**src/rtl/q312_pkg.sv**
```systemverilog
// Shared constants and FSM state type for the Q3.12 Givens coefficient datapath.
package q312_pkg;
   localparam int               Q_FRAC     = 12;
   localparam int               W          = 16;
   localparam logic [W-1:0]     Q_ONE      = 16'h1000;
   localparam int               SQRT_ITERS = 16;
   localparam int               DIV_ITERS  = 13;

   typedef enum logic [2:0] {
      IDLE,
      SQ,
      SQRT,
      DIV,
      DONE
   } state_e;
endpackage

```
**src/rtl/q312_div_seq.sv**
```systemverilog
// Sequential restoring divider: load captures operands, each step retires one quotient bit.
module q312_div_seq
   import q312_pkg::*;
(
   input  logic                   clk,
   input  logic                   rst_n,
   input  logic                   load_i,
   input  logic                   step_i,
   input  logic [DIV_ITERS+W-1:0] dividend_i,
   input  logic [W-1:0]           divisor_i,
   output logic [DIV_ITERS-1:0]   quotient_o
);
   logic [W-1:0]         rem_q, rem_d;
   logic [DIV_ITERS-1:0] shr_q, shr_d;
   logic [W-1:0]         dsr_q, dsr_d;
   logic [W:0]           trial;
   logic                 ge;

   // Upper dividend bits seed the remainder; valid because the quotient always fits DIV_ITERS bits.
   always_comb begin
      rem_d = rem_q;
      shr_d = shr_q;
      dsr_d = dsr_q;
      trial = {rem_q, shr_q[DIV_ITERS-1]};
      ge    = (trial >= {1'b0, dsr_q});
      if (load_i) begin
         rem_d = dividend_i[DIV_ITERS+W-1:DIV_ITERS];
         shr_d = dividend_i[DIV_ITERS-1:0];
         dsr_d = divisor_i;
      end else if (step_i) begin
         rem_d = ge ? W'(trial - {1'b0, dsr_q}) : trial[W-1:0];
         shr_d = {shr_q[DIV_ITERS-2:0], ge};
      end
   end

   always_ff @(posedge clk or negedge rst_n) begin
      if (!rst_n) begin
         rem_q <= '0;
         shr_q <= '0;
         dsr_q <= '0;
      end else begin
         rem_q <= rem_d;
         shr_q <= shr_d;
         dsr_q <= dsr_d;
      end
   end

   assign quotient_o = shr_q;
endmodule

```
**src/rtl/givens_coeff_gen.sv**
```systemverilog
// Computes cos/sin/r of the x-axis Givens rotation that maps (y, z) to (r, 0).
//  state | meaning
//  IDLE  | waiting for start
//  SQ    | magnitudes, signs and y^2+z^2
//  SQRT  | bit-serial integer square root, one result bit per cycle
//  DIV   | two parallel restoring dividers |y|/r, |z|/r
//  DONE  | results presented with done pulse
module givens_coeff_gen
   import q312_pkg::*;
(
   input  logic         clk,
   input  logic         rst_n,
   input  logic         start,
   input  logic [W-1:0] y_in,
   input  logic [W-1:0] z_in,
   output logic         busy,
   output logic         done,
   output logic [W-1:0] cos3,
   output logic [W-1:0] sin3,
   output logic [W-1:0] r_out
);
   state_e               state_q, state_d;
   logic [3:0]           cnt_q, cnt_d;
   logic [W-1:0]         y_q, z_q;
   logic [W:0]           mag_y_q, mag_z_q, mag_y, mag_z;
   logic                 sgn_y_q, sgn_z_q;
   logic [31:0]          rad_q, sq_sum;
   logic [17:0]          srem_q, rem_nxt;
   logic [W-1:0]         root_q, root_nxt, r_q;
   logic [19:0]          rem_sh, sq_trial;
   logic                 sq_ge;
   logic [W-1:0]         cos_q, sin_q, rout_q;
   logic [DIV_ITERS-1:0] qc, qs;
   logic [W-1:0]         qc_ext, qs_ext, cos_new, sin_new;
   logic                 div_load, div_step, zero_r;

   always_ff @(posedge clk or negedge rst_n) begin
      if (!rst_n) begin
         state_q <= IDLE;
         cnt_q   <= '0;
      end else begin
         state_q <= state_d;
         cnt_q   <= cnt_d;
      end
   end

   always_comb begin
      state_d = state_q;
      cnt_d   = cnt_q;
      case (state_q)
         IDLE: if (start) state_d = SQ;
         SQ: begin
            state_d = SQRT;
            cnt_d   = 4'(SQRT_ITERS - 1);
         end
         SQRT: begin
            if (cnt_q == 4'd0) begin
               state_d = DIV;
               cnt_d   = 4'(DIV_ITERS - 1);
            end else begin
               cnt_d = cnt_q - 4'd1;
            end
         end
         DIV: begin
            if (cnt_q == 4'd0) state_d = DONE;
            else               cnt_d   = cnt_q - 4'd1;
         end
         DONE:    state_d = IDLE;
         default: state_d = IDLE;
      endcase
   end

   assign mag_y  = y_q[W-1] ? (17'd0 - {y_q[W-1], y_q}) : {1'b0, y_q};
   assign mag_z  = z_q[W-1] ? (17'd0 - {z_q[W-1], z_q}) : {1'b0, z_q};
   assign sq_sum = 32'(mag_y) * 32'(mag_y) + 32'(mag_z) * 32'(mag_z);

   assign rem_sh   = {srem_q, rad_q[31:30]};
   assign sq_trial = {2'b00, root_q, 2'b01};
   assign sq_ge    = (rem_sh >= sq_trial);
   assign rem_nxt  = sq_ge ? 18'(rem_sh - sq_trial) : rem_sh[17:0];
   assign root_nxt = {root_q[W-2:0], sq_ge};

   // Dividers load with the final root bit straight from the last SQRT step.
   assign div_load = (state_q == SQRT) && (cnt_q == 4'd0);
   assign div_step = (state_q == DIV);

   q312_div_seq u_div_c (
      .clk        (clk),
      .rst_n      (rst_n),
      .load_i     (div_load),
      .step_i     (div_step),
      .dividend_i ({mag_y_q, {Q_FRAC{1'b0}}}),
      .divisor_i  (root_nxt),
      .quotient_o (qc)
   );

   q312_div_seq u_div_s (
      .clk        (clk),
      .rst_n      (rst_n),
      .load_i     (div_load),
      .step_i     (div_step),
      .dividend_i ({mag_z_q, {Q_FRAC{1'b0}}}),
      .divisor_i  (root_nxt),
      .quotient_o (qs)
   );

   assign zero_r  = (r_q == '0);
   assign qc_ext  = {3'b000, qc};
   assign qs_ext  = {3'b000, qs};
   assign cos_new = zero_r ? Q_ONE : (sgn_y_q ? (16'd0 - qc_ext) : qc_ext);
   assign sin_new = zero_r ? '0    : (sgn_z_q ? qs_ext : (16'd0 - qs_ext));

   always_ff @(posedge clk or negedge rst_n) begin
      if (!rst_n) begin
         y_q     <= '0;
         z_q     <= '0;
         mag_y_q <= '0;
         mag_z_q <= '0;
         sgn_y_q <= 1'b0;
         sgn_z_q <= 1'b0;
         rad_q   <= '0;
         srem_q  <= '0;
         root_q  <= '0;
         r_q     <= '0;
         cos_q   <= Q_ONE;
         sin_q   <= '0;
         rout_q  <= '0;
      end else begin
         case (state_q)
            IDLE: begin
               if (start) begin
                  y_q <= y_in;
                  z_q <= z_in;
               end
            end
            SQ: begin
               mag_y_q <= mag_y;
               mag_z_q <= mag_z;
               sgn_y_q <= y_q[W-1];
               sgn_z_q <= z_q[W-1];
               rad_q   <= sq_sum;
               srem_q  <= '0;
               root_q  <= '0;
            end
            SQRT: begin
               rad_q  <= {rad_q[29:0], 2'b00};
               srem_q <= rem_nxt;
               root_q <= root_nxt;
               if (cnt_q == 4'd0) r_q <= root_nxt;
            end
            DONE: begin
               cos_q  <= cos_new;
               sin_q  <= sin_new;
               rout_q <= r_q;
            end
            default: ;
         endcase
      end
   end

   // Fresh results are shown during the done pulse and held in the *_q copies afterwards.
   assign busy  = (state_q == SQ) || (state_q == SQRT) || (state_q == DIV);
   assign done  = (state_q == DONE);
   assign cos3  = done ? cos_new : cos_q;
   assign sin3  = done ? sin_new : sin_q;
   assign r_out = done ? r_q     : rout_q;
endmodule

```
**config.mk**
```make
export PLATFORM = sky130hd
export DESIGN_NAME = givens_coeff_gen
export DESIGN_NICKNAME = d
export VERILOG_FILES = /design/src/rtl/q312_pkg.sv /design/src/rtl/q312_div_seq.sv /design/src/rtl/givens_coeff_gen.sv
export SDC_FILE = /design/constraint.sdc
export NUM_CORES = 1
export LEC_CHECK = 0
export CAP_MARGIN = 5
export CORE_MARGIN = 1
export CORE_UTILIZATION = 65
export CTS_BUF_LIST = sky130_fd_sc_hd__clkbuf_8
export DETAILED_ROUTE_END_ITERATION = 8
export GPL_ROUTABILITY_DRIVEN = 0
export HOLD_SLACK_MARGIN = 0.08
export PLACE_DENSITY = 0.83
export SLEW_MARGIN = 10
export SYNTH_ARGS = -nofsm -noshare
export SYNTH_HDL_FRONTEND = slang
export SYNTH_SLANG_ARGS = --single-unit
```
**constraint.sdc**
```tcl
create_clock -name clk -period 17.25 [get_ports clk]
set_input_delay 4.3125 -clock clk [delete_from_list [all_inputs] [get_ports clk]]
set_output_delay 4.3125 -clock clk [all_outputs]
set_load 0.05 [all_outputs]
```
==> results.py, run 1 <==
metrics = {
    "route": {
        "wirelength_um": 73360,
        "drt-vias-per-instance": 5.815,
        "dr.pass1.iters": 6,
        "drt_iter0_drc": 2151,
        "vias": 22860,
        "detail_route.wl_per_cell_um": 18.66,
        "drcViolationCount": 0,
        "antenna_left": 0,
    },
    "die": {
        "rows": 77,
        "die_h_um": 214.8,
        "initial_utilization_pct": 66.25,
        "core_um2": 44410,
        "fp.dieArea_um2": 46120,
        "die_width_um": 214.8,
        "ioPinCount": 85,
    },
    "hold_path": {
        "worstHoldStart": "cos_q[15]",
        "hold_path_class": "flip-flop to flip-flop",
        "holdPathStages": 1,
    },
    "setup_path": {
        "cp.required_ns": 17.75,
        "cp_max_fo": 12,
        "crit_start": "y_q[0]",
        "crit_path_top_delay_cell": "xor2_1",
        "cp_slowest_stage_delay_ns": 0.81,
        "cp.depth": 30,
        "regToRegSetupSlack_ns": 7.31,
        "arrival_ns": 10.44,
        "cp_num_buf_inv": 8,
        "reg2reg_from": "y_q[0]",
        "worstSetupPathType": "flip-flop to flip-flop",
        "crit_top_cell": "fa_1",
        "endpoint_kind": "flip-flop",
        "startpoint_type": "flip-flop",
        "rr_worst_depth": 30,
        "cp_top_family": "adder cells",
    },
    "timing": {
        "rsz0062_at_grt": "false",
        "finalSetupTns_ns": 0,
        "slew_headroom_pct": 16.36,
        "max_freq_ghz": 0.1006,
        "hold_violations": 0,
        "drv_slew": 0,
        "tightest_slew_ns": 1.246,
        "fin_skew_ns": 0.04459,
        "setup_viol": 0,
        "fin_crit_sh_pct": 57.61,
        "setup_ws_ns": 7.312,
        "period_needed_ns": 9.938,
    },
    "clocking": {
        "path_clk_slew_ns": 0.06,
        "postCtsSetupBuffers": 0,
        "cts_resized": 0,
        "clk_latency_ns": 0.60,
        "cts_sinks": 263,
        "cts_buffers": 44,
        "htreeDepth": 2,
        "cts-root-buf": "clkbuf_8",
        "postCtsHoldBufs": 0,
        "cts_buffer_depth": 3,
        "cts_tree": "yes",
    },
    "synthesis": {
        "avgSynthCellArea_um2": 9.279,
        "synth-compound-area-share_pct": 11.75,
        "synthSimpleGateAreaFrac_pct": 10.38,
        "ys_seq_area_share_pct": 22.37,
        "synth_top_family_by_area": "adder cells",
        "ys.flop_type": "dfrtp_1",
        "ys_types": 73,
        "synthMuxAreaShare_pct": 1.552,
        "synth-seq-cells": 263,
        "async_reset_ff_share_pct": 100.0,
        "synthAdderAreaFrac_pct": 39.95,
        "netlist_instances": 3171,
        "synth-xor-area-share_pct": 3.776,
        "synth_edf_count": 0,
        "yosysWarnings": 0,
        "synth_area_um2": 29420,
    },
    "placement": {
        "numPlacedInstances": 3852,
        "dp_hpwl_um": 59090,
        "placed_area_um2": 31210,
        "dp_slack_ns": 7.483,
        "portBuffers": 84,
    },
    "run": {
        "drv_cap": 0,
    },
    "global_route": {
        "grt_usage_pct": 33.10,
        "grt_start_max_net_pins": 119,
        "grt_util_met2_pct": 56.03,
        "grt_pass1_wl_um": 121100,
        "top_usage_layer": "met2",
        "grtUsageMet1_pct": 39.38,
        "grt_pass1_vias": 24400,
        "antenna_found_initial": 1,
        "use_met3_pct": 5.775,
        "grt-ovfl-total": 0,
    },
    "finish": {
        "areaGrowthSynthToFinish_pct": 9.436,
        "drive_gt1_share_pct": 5.241,
        "final_cell_count_no_fill": 3932,
        "fin_nets": 4014,
        "stdcell_area_um2": 32200,
    },
    "outcome": {
        "outcome": "finished, final reports clean",
    },
}
## metal layers
layer  vias up  wire, um  part of all wire (%)
li1      10240         -                     -
met1     11250     26140                    36
met2      1059     36610                    50
met3       310      5552                   7.6
met4         2      5049                   6.9
met5         -        12                 0.016
## stage by stage
| stage | hold WS [ns] | utilization (%) |
|---|---|---|
| 4_1_cts | 0.4795 | 72.49 |
| 3_5_place_dp | 0.4649 | 70.26 |
| 6_report | 0.4730 | 72.50 |
| 2_1_floorplan | 0.4438 | - |
| 3_3_place_gp | 0.4564 | 70.26 |
| 5_1_grt | 0.5006 | 72.49 |
## state kept, by name (all words and copies together) (netlist names), 3 cells and up
| register | count |
|---|---|
| z_q | 16 |
| rout_q | 16 |
| r_q | 16 |
| mag_z_q | 17 |
| state_q | 3 |
| u_div_c.quotient_o | 13 |
| rad_q | 32 |
| cnt_q | 4 |
| mag_y_q | 17 |
| srem_q | 18 |
| u_div_s.rem_q | 16 |
| u_div_s.quotient_o | 13 |
| root_q | 16 |
| u_div_c.rem_q | 16 |
| cos_q | 16 |
| sin_q | 16 |
| y_q | 16 |
## cell families (layout without fill, tap and decap cells)
group | Yosys count | count (layout)
xor gates and xnor gates | 126 | 126
buffers and inverters | 793 | 888
other | 2 | 76
AOI/OAI and AO/OA | 568 | 568
and+or+nand+nor | 704 | 704
DFF | 263 | 263
adders and majority gates | 673 | 673
muxes | 42 | 42
## layout by cell type, fill, tap and decap left out, types with 12 or more instances in the layout
cell type | netlist | final
buf_4 | 0 | 35
fa_1 | 444 | 444
nand2b_1 | 14 | 14
a31oi_1 | 21 | 21
xnor2_1 | 70 | 70
dfrtp_1 | 262 | 262
a32o_1 | 18 | 18
o22ai_1 | 29 | 29
nand4_1 | 22 | 22
nand2_1 | 351 | 348
conb_1 | 2 | 75
mux2_2 | 29 | 29
nor2_1 | 189 | 187
inv_1 | 671 | 677
ha_1 | 229 | 229
nor2b_1 | 16 | 15
a22oi_1 | 12 | 12
o21ai_0 | 214 | 213
a21o_1 | 39 | 39
clkinv_1 | 14 | 14
xor2_1 | 55 | 55
o21a_1 | 13 | 13
nor3_1 | 25 | 24
o31ai_1 | 21 | 21
a211oi_1 | 18 | 18
clkdlybuf4s50_1 | 0 | 83
clkbuf_8 | 0 | 61
a21oi_1 | 122 | 120
mux2i_1 | 13 | 13
nand3_1 | 29 | 29
## final cells by class
| class | count | area (um2) |
|---|---|---|
| clock buffers | 61 | 839.6 |
| flip-flops and latches | 263 | 6583 |
| well taps | 592 | 740.7 |
| diodes | 1 | 2.502 |
| repair buffers | 119 | 1109 |
| fillers | 3110 | 12210 |
| multi-input cells | 2188 | 20170 |
| inverters | 690 | 2600 |
| clock inverters | 18 | 151.4 |
## path summary, 6_finish.rpt
kind | endpoint
max in group asynchronous | z_q[12]
max | rad_q[29]
min in group asynchronous | srem_q[16]
min | cos_q[15]
max reg2reg | rad_q[29]
min reg2reg | cos_q[15]
## synthesized netlist by cell type, drive strengths merged, types with 21 or more instances
master	n	area (um2)
a21oi	122	610.6
a31oi	21	131.4
mux2	29	326.6
dfrtp	262	6556
a21o	39	292.8
ha	229	2865
nor3	26	141.4
fa	444	8889
xor2	56	498.0
o31ai	21	157.7
nor2	189	709.4
nand2	353	1335
nand3	30	162.7
nand4	22	137.6
clkbuf	92	345.3
o22ai	29	181.4
o21ai	219	1096
inv	674	2530
xnor2	70	613.1
Power of run 1 is left out: the tool's default activity adds up to more than one toggle a clock period on the data nets, which glitch-free logic cannot reach.
==> run 2: changes to the inputs <==
==> constraint.sdc (replaced) <==
create_clock -name clk -period 9.5 [get_ports clk]
set_input_delay 2.375 -clock clk [delete_from_list [all_inputs] [get_ports clk]]
set_output_delay 2.375 -clock clk [all_outputs]
set_load 0.05 [all_outputs]
==> run 2 against run 1 <==
  * Critical path depth stayed put
  * Count of clock-buffer cells in the layout decreased by 8
  * Sequential share of layout area shrank 0.18 points
  * Register-to-register slack worse by 7.0 ns
  * Flip-flop and latch count unchanged
  * Via count is 1.3% higher
  * Setup slack lost 7.0 ns
  * Utilization grew 0.65 points
==> results.py, run 2 (synthesized netlist as in run 1, its figures left out) <==
metrics = {
    "clocking": {
        "postCtsHoldBufs": 0,
        "clk_latency_ns": 0.63,
        "cts_sinks": 263,
        "path_clk_slew_ns": 0.06,
        "cts_buffers": 46,
        "cts-root-buf": "clkbuf_8",
        "postCtsSetupBuffers": 0,
        "cts_resized": 0,
        "htreeDepth": 2,
        "cts_buffer_depth": 3,
        "cts_tree": "yes",
    },
    "finish": {
        "largest_reg_flops": 32,
        "areaGrowthSynthToFinish_pct": 10.41,
        "final_common_cell": "inv_1",
        "drive_gt1_share_pct": 6.139,
        "fin_nets": 4046,
        "fin_util_pct": 73.15,
        "layout_common_cells": "686 x inv_1, 444 x fa_1, 348 x nand2_1",
        "final_cell_count_no_fill": 3969,
        "top_register": "rad_q",
        "reg.largest.list": "rad_q (32), srem_q (18)",
    },
    "route": {
        "detail_route.wl_per_cell_um": 18.98,
        "drt-vias-per-instance": 5.836,
        "drt_iter0_drc": 2177,
        "drcViolationCount": 0,
        "vias": 23160,
        "antenna_left": 0,
        "wirelength_um": 75320,
        "dr.pass1.iters": 9,
    },
    "timing": {
        "fin_skew_ns": 0.04255,
        "setup_viol": 0,
        "fin_hold_ws_ns": 0.4745,
        "hold_violations": 0,
        "fin_crit_sh_pct": 96.95,
        "drv_slew": 0,
        "finalSetupTns_ns": 0,
        "period_needed_ns": 9.210,
        "max_freq_ghz": 0.1086,
        "slew_headroom_pct": 18.72,
        "tightest_slew_ns": 1.216,
    },
    "die": {
        "initial_utilization_pct": 66.25,
        "die_width_um": 214.8,
        "rows": 77,
        "fp.dieArea_um2": 46120,
        "die_h_um": 214.8,
        "ioPinCount": 85,
        "core_um2": 44410,
    },
    "setup_path": {
        "endpoint_kind": "flip-flop",
        "cp_max_fo": 9,
        "arrival_ns": 9.68,
        "cp.required_ns": 9.97,
        "startpoint_type": "flip-flop",
        "cp_slowest_stage_delay_ns": 0.57,
        "crit_path_top_delay_cell": "fa_1",
        "worstSetupPathType": "flip-flop to flip-flop",
        "crit_top_cell": "fa_1",
    },
    "run": {
        "drv_cap": 0,
    },
    "global_route": {
        "antenna_found_initial": 3,
        "grt-ovfl-total": 0,
        "grt_usage_pct": 34.31,
        "grt_pass1_wl_um": 124800,
        "grt_pass1_vias": 24830,
        "grt_start_max_net_pins": 162,
    },
    "placement": {
        "dp_hpwl_um": 59890,
        "numPlacedInstances": 3882,
        "portBuffers": 84,
    },
    "hold_path": {
        "hold_path_class": "flip-flop to flip-flop",
    },
    "outcome": {
        "outcome": "finished, final reports clean",
    },
}
[run 2: cell count changes in the layout (fill, tap and decap cells not counted), moves of 2 or more]
cell       change
buf_4         +29
clkbuf_8       -8
diode_2        +4
bufinv_16      +2
xor2_1         -2
inv_1          +9
xor2_2         +2
[run 2: per-layer routing]
metal / GRT usage [%] / share of wire [%] / up-vias
met1: 40.12 / 35 / 11440
met3: 6.950 / 7.9 / 352
met4: 23.02 / 7.6 / 0
li1: - / - / 10320
met5: 0.1042 / 0 / -
met2: 57.39 / 50 / 1052
[run 2: path summary, 6_finish.rpt]
kind                           start         end  slack [ns]  depth (start not counted)
max reg2reg                   y_q[4]   rad_q[31]        0.29                         30
max                           y_q[4]   rad_q[31]        0.29                         30
max in group asynchronous      rst_n      z_q[7]        6.26                          2
min reg2reg                cos_q[14]   cos_q[14]        0.47                          1
min                        cos_q[14]   cos_q[14]        0.47                          1
min in group asynchronous      rst_n  srem_q[14]        1.81                          1
[run 2: critical path: cells and delay by family, from the launching register on]
kind	cells	cell delay, ns
compound gates	6	1.20
xor+xnor	2	0.50
fa+ha+maj	9	4.48
buf+inv	6	0.53
flops	1	0.44
simple gates	7	1.92
[run 2: final cells by class]
class	count	area [um2]
sequential	263	6584
fill	3105	11930
clock inverter	29	235.2
clock buffer	53	729.5
tap	592	740.7
antenna	5	12.51
multi-input combinational	2188	20240
timing repair buffer	149	1346
inverter	690	2600
[run 2: per-stage QoR]
stage,setup WS (ns),instance area [um2]
final,0.2900,32490
after CTS,0.2061,32410
after global placement,0.4562,31450
after floorplan,0.7341,29700
after detailed placement,0.2333,31450
after global routing,-0.06188,32480
Power of run 2 is left out for the same reason.
==> run 3: changes to the inputs <==
--- a/config.mk
+++ b/config.mk
@@ -7,12 +7,13 @@
 export LEC_CHECK = 0
 export CAP_MARGIN = 5
 export CORE_MARGIN = 1
-export CORE_UTILIZATION = 65
+export CORE_UTILIZATION = 50
 export CTS_BUF_LIST = sky130_fd_sc_hd__clkbuf_8
 export DETAILED_ROUTE_END_ITERATION = 8
 export GPL_ROUTABILITY_DRIVEN = 0
+export GPL_TIMING_DRIVEN = 0
 export HOLD_SLACK_MARGIN = 0.08
-export PLACE_DENSITY = 0.83
+export PLACE_DENSITY = 0.67
 export SLEW_MARGIN = 10
 export SYNTH_ARGS = -nofsm -noshare
 export SYNTH_HDL_FRONTEND = slang
==> run 3 against run 2 <==
  * Non-clock buffer count increased by 75
  * Count of clock-buffer cells in the layout increased by 1
  * Final area increased by 2.1%
  * Critical path depth increased by 1
  * Via count decreased by 3.6%
  * Fmax increased by 0.53%
  * Setup slack improved by 0.049 ns
  * Largest cell class unchanged
==> results.py, run 3 (synthesized netlist as in run 1, its figures left out) <==
metrics = {
    "die": {
        "core_um2": 57920,
        "die_h_um": 244.6,
        "initial_utilization_pct": 50.80,
        "ioPinCount": 85,
        "die_width_um": 244.6,
        "rows": 88,
        "fp.dieArea_um2": 59820,
    },
    "route": {
        "vias": 22330,
        "dr.pass1.iters": 5,
        "detail_route.wl_per_cell_um": 17.83,
        "drt-vias-per-instance": 5.299,
        "antenna_left": 0,
        "wirelength_um": 75150,
        "drcViolationCount": 0,
        "drt_iter0_drc": 1439,
    },
    "setup_path": {
        "cp.required_ns": 9.95,
        "regToRegSetupSlack_ns": 0.34,
        "arrival_ns": 9.61,
        "cp_num_buf_inv": 7,
        "cp_max_fo": 5,
        "crit_top_cell": "fa_1",
        "cp_top_family": "adder cells",
        "crit_path_top_delay_cell": "fa_1",
        "worstSetupPathType": "flip-flop to flip-flop",
        "cp_slowest_stage_delay_ns": 0.61,
        "endpoint_kind": "flip-flop",
        "startpoint_type": "flip-flop",
    },
    "finish": {
        "fin_nets": 4120,
        "fillCellCount": 5285,
        "fin_util_pct": 57.26,
        "layout_common_cells": "687 x inv_1, 444 x fa_1, 351 x nand2_1",
        "final_common_cell": "inv_1",
        "areaGrowthSynthToFinish_pct": 12.70,
        "drive_gt1_share_pct": 6.555,
        "final_cell_count_no_fill": 4214,
        "top_register": "rad_q",
        "reg.largest.list": "rad_q (32), srem_q (18)",
        "largest_reg_flops": 32,
    },
    "timing": {
        "period_needed_ns": 9.161,
        "setup_viol": 0,
        "max_freq_ghz": 0.1092,
        "hold_violations": 0,
        "fin_skew_ns": 0.03540,
        "fin_crit_sh_pct": 96.44,
        "finalSetupTns_ns": 0,
        "fin_hold_ws_ns": 0.4757,
        "drv_slew": 0,
        "tightest_slew_ns": 1.334,
        "slew_headroom_pct": 10.40,
    },
    "hold_path": {
        "hold_path_class": "flip-flop to flip-flop",
    },
    "global_route": {
        "grt-ovfl-total": 0,
        "grt_pass1_wl_um": 121400,
        "top_usage_layer": "met2",
        "grt_util_met2_pct": 45.22,
        "use_met3_pct": 3.446,
        "grt_pass1_vias": 22910,
        "grtUsageMet1_pct": 32.52,
        "grt_usage_pct": 26.09,
        "antenna_found_initial": 1,
        "grt_start_max_net_pins": 73,
    },
    "clocking": {
        "path_clk_slew_ns": 0.06,
        "cts_sinks": 263,
        "cts_buffers": 45,
        "clk_latency_ns": 0.63,
        "cts_buffer_depth": 3,
        "cts-root-buf": "clkbuf_8",
        "cts_tree": "yes",
        "htreeDepth": 2,
    },
    "placement": {
        "numPlacedInstances": 4097,
        "dp_hpwl_um": 62030,
        "portBuffers": 84,
    },
    "run": {
        "drv_cap": 0,
    },
    "outcome": {
        "outcome": "finished, final reports clean",
    },
}
[run 3: path summary, 6_finish.rpt]
check,cells after the start,start,endpoint
setup / recovery,31,y_q[4],rad_q[31]
hold / removal,2,rout_q[0],rout_q[0]
setup reg to reg,31,y_q[4],rad_q[31]
hold reg to reg,2,rout_q[0],rout_q[0]
max in group asynchronous,3,rst_n,z_q[0]
min in group asynchronous,1,rst_n,root_q[6]
[run 3: routing by layer]
metal	part of all wire (%)	vias to the layer above
met4	4.7	0
met3	4.7	159
met1	40	11080
li1	-	10480
met5	0	-
met2	51	606
[run 3: metrics by stage]
step | instance area, um2 | setup WS, ns
2_1_floorplan | 29700 | 0.7341
3_3_place_gp | 31500 | -5.500
3_5_place_dp | 31600 | -1.285
4_1_cts | 32710 | 0.003366
5_1_grt | 33160 | -0.002641
6_report | 33160 | 0.3386
[run 3: cell type report]
class	instances	area (um2)	share of cell area (%)
clock buffers	54	743.2	2.241
flip-flops and latches	263	6586	19.86
multi-input cells	2188	20480	61.76
plain buffers	102	414.1	1.249
repair buffers	122	1189	3.584
inverters	690	2625	7.916
well taps	765	957.2	2.886
clock inverters	29	163.9	0.4943
diodes	1	2.502	0.007546
[run 3: timing repair]
action / 4_1_cts / 5_1_grt
endpoints found under the setup margin: 19 / 16
pin swaps: 1 / 13
gates resized for setup: 31 / 62
hold buffers: 0 / 0
buffers inserted: 8 / 26
[run 3: worst register-to-register path, delay by kind of cell, from the launching register on]
kind            cells  cell delay, ns
fa+ha+maj           9            4.50
simple gates        7            1.87
compound gates      6            0.97
xor+xnor            2            0.63
buf+inv             7            0.62
flops               1            0.45
Power of run 3 is left out for the same reason.
